==> src/rtl/axil_req_frontend_if.sv <==
// ---------------------------------------------------------------------------
// axil_req_frontend_if
// Bundles the AXI4-Lite slave channels (AW, W, B, AR, R) together with the
// request/completion signals exchanged with the downstream APB transactor.
//   slave  : view of the front end (accepts AXI, issues APB requests)
//   master : view of the surrounding system (AXI master + APB transactor)
// Parameters: dataWidth (32 or 64), addrWidth.
// ---------------------------------------------------------------------------
interface axil_req_frontend_if #(
  parameter int dataWidth = 32,
  parameter int addrWidth = 32
);
  // AXI4-Lite write address / data / response
  logic                   awvalid;
  logic                   awready;
  logic [addrWidth-1:0]   awaddr;
  logic [2:0]             awprot;
  logic                   wvalid;
  logic                   wready;
  logic [dataWidth-1:0]   wdata;
  logic [dataWidth/8-1:0] wstrb;
  logic                   bvalid;
  logic                   bready;
  logic [1:0]             bresp;
  // AXI4-Lite read address / data
  logic                   arvalid;
  logic                   arready;
  logic [addrWidth-1:0]   araddr;
  logic [2:0]             arprot;
  logic                   rvalid;
  logic                   rready;
  logic [dataWidth-1:0]   rdata;
  logic [1:0]             rresp;
  // Request to the APB transactor
  logic                   pselx;
  logic                   pwrite;
  logic [addrWidth-1:0]   paddr;
  logic [dataWidth-1:0]   pwdata;
  logic [dataWidth/8-1:0] pstrb;
  logic [2:0]             pprot;
  // Completion from the APB transactor
  logic                   pready;
  logic [dataWidth-1:0]   prdata;
  logic                   pslverr;

  modport slave (
    input  awvalid, awaddr, awprot, wvalid, wdata, wstrb, bready,
           arvalid, araddr, arprot, rready, pready, prdata, pslverr,
    output awready, wready, bvalid, bresp, arready, rvalid, rdata, rresp,
           pselx, pwrite, paddr, pwdata, pstrb, pprot
  );

  modport master (
    output awvalid, awaddr, awprot, wvalid, wdata, wstrb, bready,
           arvalid, araddr, arprot, rready, pready, prdata, pslverr,
    input  awready, wready, bvalid, bresp, arready, rvalid, rdata, rresp,
           pselx, pwrite, paddr, pwdata, pstrb, pprot
  );
endinterface

==> src/rtl/axil_req_frontend.sv <==
// ---------------------------------------------------------------------------
// axil_req_frontend
// AXI4-Lite slave front end that serialises write (AW+W) and read (AR)
// transactions into single requests for a downstream APB transactor and
// returns the B / R responses.
// Ports:
//   clk  - clock, rising edge
//   rst  - asynchronous, active-low reset
//   bus  - axil_req_frontend_if.slave (AXI channels + APB request/completion)
// Optional feature macro: AXIL_ALIGN_CHECK_EN -- when defined, a request whose
// address is not aligned to the data bus width is answered with SLVERR
// without touching APB. Default build forwards every address unchanged.
// ---------------------------------------------------------------------------
module axil_req_frontend #(
  parameter int dataWidth = 32,
  parameter int addrWidth = 32
) (
  input  logic               clk,
  input  logic               rst,
  axil_req_frontend_if.slave bus
);
  localparam int         StrbW      = dataWidth / 8;
  localparam logic [1:0] RespOkay   = 2'b00;
  localparam logic [1:0] RespSlverr = 2'b10;
`ifdef AXIL_ALIGN_CHECK_EN
  localparam int         LsbW       = $clog2(StrbW);
`endif

  typedef enum logic [2:0] {IDLE, WR_REQ, RD_REQ, WR_RESP, RD_RESP} state_t;

  function automatic logic [1:0] resp_enc(input logic err);
    return err ? RespSlverr : RespOkay;
  endfunction

  state_t                 state_q, state_d;
  logic                   aw_held_q, aw_held_d;
  logic                   w_held_q, w_held_d;
  logic                   ar_held_q, ar_held_d;
  logic                   rr_wr_q, rr_wr_d;  // 1: write wins a contested grant
  logic [addrWidth-1:0]   awaddr_q, awaddr_d;
  logic [2:0]             awprot_q, awprot_d;
  logic [dataWidth-1:0]   wdata_q, wdata_d;
  logic [StrbW-1:0]       wstrb_q, wstrb_d;
  logic [addrWidth-1:0]   araddr_q, araddr_d;
  logic [2:0]             arprot_q, arprot_d;
  logic                   pselx_q, pselx_d;
  logic                   pwrite_q, pwrite_d;
  logic [addrWidth-1:0]   paddr_q, paddr_d;
  logic [dataWidth-1:0]   pwdata_q, pwdata_d;
  logic [StrbW-1:0]       pstrb_q, pstrb_d;
  logic [2:0]             pprot_q, pprot_d;
  logic                   bvalid_q, bvalid_d;
  logic [1:0]             bresp_q, bresp_d;
  logic                   rvalid_q, rvalid_d;
  logic [dataWidth-1:0]   rdata_q, rdata_d;
  logic [1:0]             rresp_q, rresp_d;

  logic aw_fire, w_fire, ar_fire;
  logic wr_pend, rd_pend, grant_wr, grant_rd;

  assign aw_fire  = bus.awvalid & ~aw_held_q;
  assign w_fire   = bus.wvalid  & ~w_held_q;
  assign ar_fire  = bus.arvalid & ~ar_held_q;
  assign wr_pend  = aw_held_q & w_held_q;
  assign rd_pend  = ar_held_q;
  assign grant_wr = wr_pend & (~rd_pend | rr_wr_q);
  assign grant_rd = rd_pend & ~grant_wr;

  always_comb begin
    state_d   = state_q;
    // Capture runs in every state; a flag only clears when its transaction
    // completes, and then ready was low that cycle, so set/clear never collide.
    aw_held_d = aw_held_q | aw_fire;
    w_held_d  = w_held_q  | w_fire;
    ar_held_d = ar_held_q | ar_fire;
    rr_wr_d   = rr_wr_q;
    awaddr_d  = aw_fire ? bus.awaddr : awaddr_q;
    awprot_d  = aw_fire ? bus.awprot : awprot_q;
    wdata_d   = w_fire  ? bus.wdata  : wdata_q;
    wstrb_d   = w_fire  ? bus.wstrb  : wstrb_q;
    araddr_d  = ar_fire ? bus.araddr : araddr_q;
    arprot_d  = ar_fire ? bus.arprot : arprot_q;
    pselx_d   = pselx_q;
    pwrite_d  = pwrite_q;
    paddr_d   = paddr_q;
    pwdata_d  = pwdata_q;
    pstrb_d   = pstrb_q;
    pprot_d   = pprot_q;
    bvalid_d  = bvalid_q;
    bresp_d   = bresp_q;
    rvalid_d  = rvalid_q;
    rdata_d   = rdata_q;
    rresp_d   = rresp_q;

    case (state_q)
      IDLE: begin
        // Priority only flips when both sides actually competed, so a
        // contested pair alternates write-first / read-first.
        if (wr_pend && rd_pend) rr_wr_d = ~rr_wr_q;
        if (grant_wr) begin
`ifdef AXIL_ALIGN_CHECK_EN
          if (|awaddr_q[LsbW-1:0]) begin
            aw_held_d = 1'b0;
            w_held_d  = 1'b0;
            bvalid_d  = 1'b1;
            bresp_d   = RespSlverr;
            state_d   = WR_RESP;
          end else
`endif
          begin
            pselx_d  = 1'b1;
            pwrite_d = 1'b1;
            paddr_d  = awaddr_q;
            pprot_d  = awprot_q;
            pwdata_d = wdata_q;
            pstrb_d  = wstrb_q;
            state_d  = WR_REQ;
          end
        end else if (grant_rd) begin
`ifdef AXIL_ALIGN_CHECK_EN
          if (|araddr_q[LsbW-1:0]) begin
            ar_held_d = 1'b0;
            rvalid_d  = 1'b1;
            rdata_d   = '0;
            rresp_d   = RespSlverr;
            state_d   = RD_RESP;
          end else
`endif
          begin
            pselx_d  = 1'b1;
            pwrite_d = 1'b0;
            paddr_d  = araddr_q;
            pprot_d  = arprot_q;
            pwdata_d = '0;
            pstrb_d  = '0;
            state_d  = RD_REQ;
          end
        end
      end
      WR_REQ: begin
        if (bus.pready) begin
          pselx_d   = 1'b0;
          aw_held_d = 1'b0;
          w_held_d  = 1'b0;
          bvalid_d  = 1'b1;
          bresp_d   = resp_enc(bus.pslverr);
          state_d   = WR_RESP;
        end
      end
      RD_REQ: begin
        if (bus.pready) begin
          pselx_d   = 1'b0;
          ar_held_d = 1'b0;
          rvalid_d  = 1'b1;
          rdata_d   = bus.prdata;
          rresp_d   = resp_enc(bus.pslverr);
          state_d   = RD_RESP;
        end
      end
      WR_RESP: begin
        if (bus.bready) begin
          bvalid_d = 1'b0;
          state_d  = IDLE;
        end
      end
      RD_RESP: begin
        if (bus.rready) begin
          rvalid_d = 1'b0;
          state_d  = IDLE;
        end
      end
      default: state_d = IDLE;
    endcase
  end

  always_ff @(posedge clk or negedge rst) begin
    if (!rst) begin
      state_q   <= IDLE;
      aw_held_q <= 1'b0;
      w_held_q  <= 1'b0;
      ar_held_q <= 1'b0;
      rr_wr_q   <= 1'b1;
      pselx_q   <= 1'b0;
      pwrite_q  <= 1'b0;
      paddr_q   <= '0;
      pwdata_q  <= '0;
      pstrb_q   <= '0;
      pprot_q   <= '0;
      bvalid_q  <= 1'b0;
      bresp_q   <= '0;
      rvalid_q  <= 1'b0;
      rdata_q   <= '0;
      rresp_q   <= '0;
    end else begin
      state_q   <= state_d;
      aw_held_q <= aw_held_d;
      w_held_q  <= w_held_d;
      ar_held_q <= ar_held_d;
      rr_wr_q   <= rr_wr_d;
      pselx_q   <= pselx_d;
      pwrite_q  <= pwrite_d;
      paddr_q   <= paddr_d;
      pwdata_q  <= pwdata_d;
      pstrb_q   <= pstrb_d;
      pprot_q   <= pprot_d;
      bvalid_q  <= bvalid_d;
      bresp_q   <= bresp_d;
      rvalid_q  <= rvalid_d;
      rdata_q   <= rdata_d;
      rresp_q   <= rresp_d;
    end
  end

  // Captured request payload is qualified by the held flags, so no reset.
  always_ff @(posedge clk) begin
    awaddr_q <= awaddr_d;
    awprot_q <= awprot_d;
    wdata_q  <= wdata_d;
    wstrb_q  <= wstrb_d;
    araddr_q <= araddr_d;
    arprot_q <= arprot_d;
  end

  assign bus.awready = ~aw_held_q;
  assign bus.wready  = ~w_held_q;
  assign bus.arready = ~ar_held_q;
  assign bus.pselx   = pselx_q;
  assign bus.pwrite  = pwrite_q;
  assign bus.paddr   = paddr_q;
  assign bus.pwdata  = pwdata_q;
  assign bus.pstrb   = pstrb_q;
  assign bus.pprot   = pprot_q;
  assign bus.bvalid  = bvalid_q;
  assign bus.bresp   = bresp_q;
  assign bus.rvalid  = rvalid_q;
  assign bus.rdata   = rdata_q;
  assign bus.rresp   = rresp_q;
endmodule

==> src/flat_wrapper.sv <==
// flat-port wrapper written by rule: the top's interface ports become plain ports
module axil_req_frontend_flat 
#(
  parameter int dataWidth = 32,
  parameter int addrWidth = 32
)
  (clk, rst, bus_awvalid, bus_awaddr, bus_awprot, bus_wvalid, bus_wdata, bus_wstrb, bus_bready, bus_arvalid, bus_araddr, bus_arprot, bus_rready, bus_pready, bus_prdata, bus_pslverr, bus_awready, bus_wready, bus_bvalid, bus_bresp, bus_arready, bus_rvalid, bus_rdata, bus_rresp, bus_pselx, bus_pwrite, bus_paddr, bus_pwdata, bus_pstrb, bus_pprot);
  axil_req_frontend_if #(.dataWidth(dataWidth), .addrWidth(addrWidth)) bus_i ();
  input  logic clk;
  input  logic rst;
  input wire logic [$bits(bus_i.awvalid)-1:0] bus_awvalid;
  input wire logic [$bits(bus_i.awaddr)-1:0] bus_awaddr;
  input wire logic [$bits(bus_i.awprot)-1:0] bus_awprot;
  input wire logic [$bits(bus_i.wvalid)-1:0] bus_wvalid;
  input wire logic [$bits(bus_i.wdata)-1:0] bus_wdata;
  input wire logic [$bits(bus_i.wstrb)-1:0] bus_wstrb;
  input wire logic [$bits(bus_i.bready)-1:0] bus_bready;
  input wire logic [$bits(bus_i.arvalid)-1:0] bus_arvalid;
  input wire logic [$bits(bus_i.araddr)-1:0] bus_araddr;
  input wire logic [$bits(bus_i.arprot)-1:0] bus_arprot;
  input wire logic [$bits(bus_i.rready)-1:0] bus_rready;
  input wire logic [$bits(bus_i.pready)-1:0] bus_pready;
  input wire logic [$bits(bus_i.prdata)-1:0] bus_prdata;
  input wire logic [$bits(bus_i.pslverr)-1:0] bus_pslverr;
  output wire logic [$bits(bus_i.awready)-1:0] bus_awready;
  output wire logic [$bits(bus_i.wready)-1:0] bus_wready;
  output wire logic [$bits(bus_i.bvalid)-1:0] bus_bvalid;
  output wire logic [$bits(bus_i.bresp)-1:0] bus_bresp;
  output wire logic [$bits(bus_i.arready)-1:0] bus_arready;
  output wire logic [$bits(bus_i.rvalid)-1:0] bus_rvalid;
  output wire logic [$bits(bus_i.rdata)-1:0] bus_rdata;
  output wire logic [$bits(bus_i.rresp)-1:0] bus_rresp;
  output wire logic [$bits(bus_i.pselx)-1:0] bus_pselx;
  output wire logic [$bits(bus_i.pwrite)-1:0] bus_pwrite;
  output wire logic [$bits(bus_i.paddr)-1:0] bus_paddr;
  output wire logic [$bits(bus_i.pwdata)-1:0] bus_pwdata;
  output wire logic [$bits(bus_i.pstrb)-1:0] bus_pstrb;
  output wire logic [$bits(bus_i.pprot)-1:0] bus_pprot;
  assign bus_i.awvalid = bus_awvalid;
  assign bus_i.awaddr = bus_awaddr;
  assign bus_i.awprot = bus_awprot;
  assign bus_i.wvalid = bus_wvalid;
  assign bus_i.wdata = bus_wdata;
  assign bus_i.wstrb = bus_wstrb;
  assign bus_i.bready = bus_bready;
  assign bus_i.arvalid = bus_arvalid;
  assign bus_i.araddr = bus_araddr;
  assign bus_i.arprot = bus_arprot;
  assign bus_i.rready = bus_rready;
  assign bus_i.pready = bus_pready;
  assign bus_i.prdata = bus_prdata;
  assign bus_i.pslverr = bus_pslverr;
  assign bus_awready = bus_i.awready;
  assign bus_wready = bus_i.wready;
  assign bus_bvalid = bus_i.bvalid;
  assign bus_bresp = bus_i.bresp;
  assign bus_arready = bus_i.arready;
  assign bus_rvalid = bus_i.rvalid;
  assign bus_rdata = bus_i.rdata;
  assign bus_rresp = bus_i.rresp;
  assign bus_pselx = bus_i.pselx;
  assign bus_pwrite = bus_i.pwrite;
  assign bus_paddr = bus_i.paddr;
  assign bus_pwdata = bus_i.pwdata;
  assign bus_pstrb = bus_i.pstrb;
  assign bus_pprot = bus_i.pprot;
  axil_req_frontend #(.dataWidth(dataWidth), .addrWidth(addrWidth)) u_core (.clk(clk), .rst(rst), .bus(bus_i));
endmodule
==> config.mk <==
export PLATFORM = sky130hd
export DESIGN_NAME = axil_req_frontend_flat
export DESIGN_NICKNAME = d
export VERILOG_FILES = /design/src/rtl/axil_req_frontend_if.sv /design/src/rtl/axil_req_frontend.sv /design/src/flat_wrapper.sv
export SDC_FILE = /design/constraint.sdc
export NUM_CORES = 1
export LEC_CHECK = 0
export ABC_AREA = 1
export CAP_MARGIN = 20
export CORE_AREA = 5 5 158 129
export DETAILED_ROUTE_END_ITERATION = 10
export DIE_AREA = 0 0 163 134
export GPL_TIMING_DRIVEN = 1
export PLACE_DENSITY = 0.77
export SYNTH_ARGS = -nofsm -noshare
export SYNTH_HDL_FRONTEND = slang
export SYNTH_SLANG_ARGS = --single-unit
export TNS_END_PERCENT = 10
==> constraint.sdc <==
create_clock -name clk -period 6.9 [get_ports clk]
set_input_delay 1.38 -clock clk [delete_from_list [all_inputs] [get_ports clk]]
set_output_delay 1.38 -clock clk [all_outputs]
set_load 0.05 [all_outputs]
==> results_dict.tcl <==
set metrics [dict create \
    status "finished, final reports clean" \
    hpwl_microns 13200 \
    layout_common_cells "clkdlybuf4s50_1, nand2_1, dfrtp_1" \
    io_pins 261 \
    cts_sinks 222 \
    grt-ovfl-total 0 \
    placed_area_sq_um 11000 \
    ys_warn_count 0 \
    rows 45 \
    cts.clk_slew.worst_paths_ns 0.06 \
    fin_area_sq_um 11800 \
    cts_resized 0 \
    worst-path-max-fanout 5 \
    num_vias 5791 \
    ys_seq_elements 222 \
    drc 0 \
    clk_latency_ns 0.50 \
    clock_tree.buffer_depth 3 \
    power_density_nw_per_um2 509 \
    fin_worst_skew_ns 0.0116 \
    min_path_type "reg2reg" \
    drt-vias-per-instance 4.80 \
    nFillCells 1501 \
    start_kind "flip-flop" \
    detail_route.first_pass.iterations 5 \
    synthCells 674 \
    clock.fmax_mhz 293 \
    post-route-min-period_ns 3.41 \
    h-tree-depth 1 \
    die_width_microns 163 \
    cts_tree "done" \
    final_common_cell "clkdlybuf4s50_1" \
    rr_startpoint "u_core.aw_held_q" \
    portBuffers 258 \
    track_usage_pct 17.3 \
    grt_pass1_vias 5541 \
    ys_seq_area_share_pct 74.1 \
    antenna_found_initial 0 \
    p_leak_uw 0.00477 \
    cts_root_buf "clkbuf_16" \
    syn_to_final_growth_pct 43.1 \
    grt_max_degree 109 \
    avgRoutedWirePerCell_microns 16.3 \
    synth_edf_count 106 \
    max_cap_violations 0 \
    critPathLaunch "u_core.ar_held_q" \
    required_ns 5.52 \
    period_share_pct 49.5 \
    post-cts-setup-buffers 0 \
    start_util_pct 43.9 \
    drt_iter0_drc 349 \
    drv_slew 0 \
    antenna_cells 0 \
    rsz0062_at_grt "no" \
    synth_area_sq_um 8220 \
    grt_pass1_wl_microns 30300 \
    drive_above_1_share_pct 4.95 \
    worst_slew_pin_slew_ns 1.05 \
    hold_viol_final 0 \
    yosysUniqueCellTypes 22 \
    end_kind "output port" \
    final-setup-viol-count 0 \
    cp.arrival_ns 2.03 \
    ir_drop_v 0.000320 \
    hold_buffers 0 \
    hp-start "u_core.bus.bvalid" \
    ant_nets 0 \
    core_area_sq_um 18700 \
    path_class "reg2out" \
    fp.dieH_microns 134 \
    final_net_count 1079 \
    ys.flop_type "dfrtp_1" \
    cts_made_buffers 23 \
    fin_setup_tns_ns 0 \
    async_reset_ff_share_pct 52.3 \
    wl_microns 19600 \
    gp_congestion 0.764 \
    syn_area_per_cell_sq_um 12.2 \
    die_area_sq_um 21800 \
    slew_headroom_pct 30.1 \
]
worst max-delay path, stage by stage (launching register included):
cell and delay, ns:
dfrtp_1 0.48, inv_2 0.18, clkdlybuf4s50_1 0.87
logic make-up after synthesis:
group | share of synthesized area, %
XOR/XNOR | 0.107
buffers and inverters | 6.37
other | 0.0456
AND/OR/NAND/NOR | 11.1
AO/OA/AOI/OAI | 8.27
flip-flops | 74.1
cell type report:
| cell class | count | area, sq um | area share, % |
|---|---|---|---|
| flip-flops and latches | 222 | 6090 | 51.8 |
| clock inverters | 12 | 83.8 | 0.713 |
| inverters | 88 | 330 | 2.81 |
| repair buffers | 266 | 2690 | 22.8 |
| clock buffers | 30 | 612 | 5.20 |
| well taps | 258 | 323 | 2.74 |
| multi-input cells | 331 | 1640 | 13.9 |
routing by layer:
metal	share of wire [%]	GRT usage, %	routed length, microns	vias up
li1	-	-	-	2761
met1	43	24.2	8360	2795
met2	49	28.0	9580	207
met3	6.9	3.99	1350	28
met4	1.7	3.96	335	0
met5	0	0	0	-
per-stage QoR:
stage,utilization (%),total power (uW),hold WS (ns),setup slack (ns),std cells
after global placement,58.8,4820,0.460,3.76,1162
after floorplan,-,3940,0.458,3.52,675
after global routing,62.9,6320,0.500,3.41,1207
after CTS,62.6,6040,0.479,3.45,1204
after detailed placement,58.8,4880,0.463,3.73,1162
final,62.9,5980,0.476,3.49,1207
worst paths after layout:
check,depth (start not counted),slack (ns),end
setup reg to reg,6,4.46,u_core.bus.paddr[11]
setup / recovery,2,3.49,bus_arready
max in group asynchronous,3,5.05,u_core.bus.pwdata[31]
hold reg to reg,2,0.48,u_core.bus.bvalid
min in group asynchronous,1,0.70,u_core.bus.rdata[2]
hold / removal,2,0.48,u_core.bus.bvalid
flip-flops by register name, indices dropped and copies added, names as in the netlist, 3 cells and up:
register	count
u_core.bus.paddr	32
u_core.wdata_q	32
u_core.state_q	3
u_core.bus.pstrb	4
u_core.arprot_q	3
u_core.araddr_q	32
u_core.awprot_q	3
u_core.wstrb_q	4
u_core.awaddr_q	32
u_core.bus.rdata	32
u_core.bus.pprot	3
u_core.bus.pwdata	32
power breakdown:
part	switching (uW)	internal [uW]	leakage (uW)	total [uW]
sequential	208	1810	0.00238	2010
clock	484	662	0.000339	1150
combinational	1910	906	0.00205	2820
total	2610	3370	0.00477	5980
cells in the mapped netlist, types with 2 or more instances:
library cell    n  area [sq um]
buf_6           3          33.8
nand4_1         2          12.5
buf_2          16          80.1
inv_1          87           327
o21a_1         35           263
nor2_1          6          22.5
a21oi_1         2          10.0
o21ai_0        73           365
edfxtp_1      106          3180
nand2_1       127           477
dfrtp_1       115          2880
nand3_1        79           395
clkbuf_1        9          33.8
buf_4           6          45.0
Power figures use the tool's default switching activity.
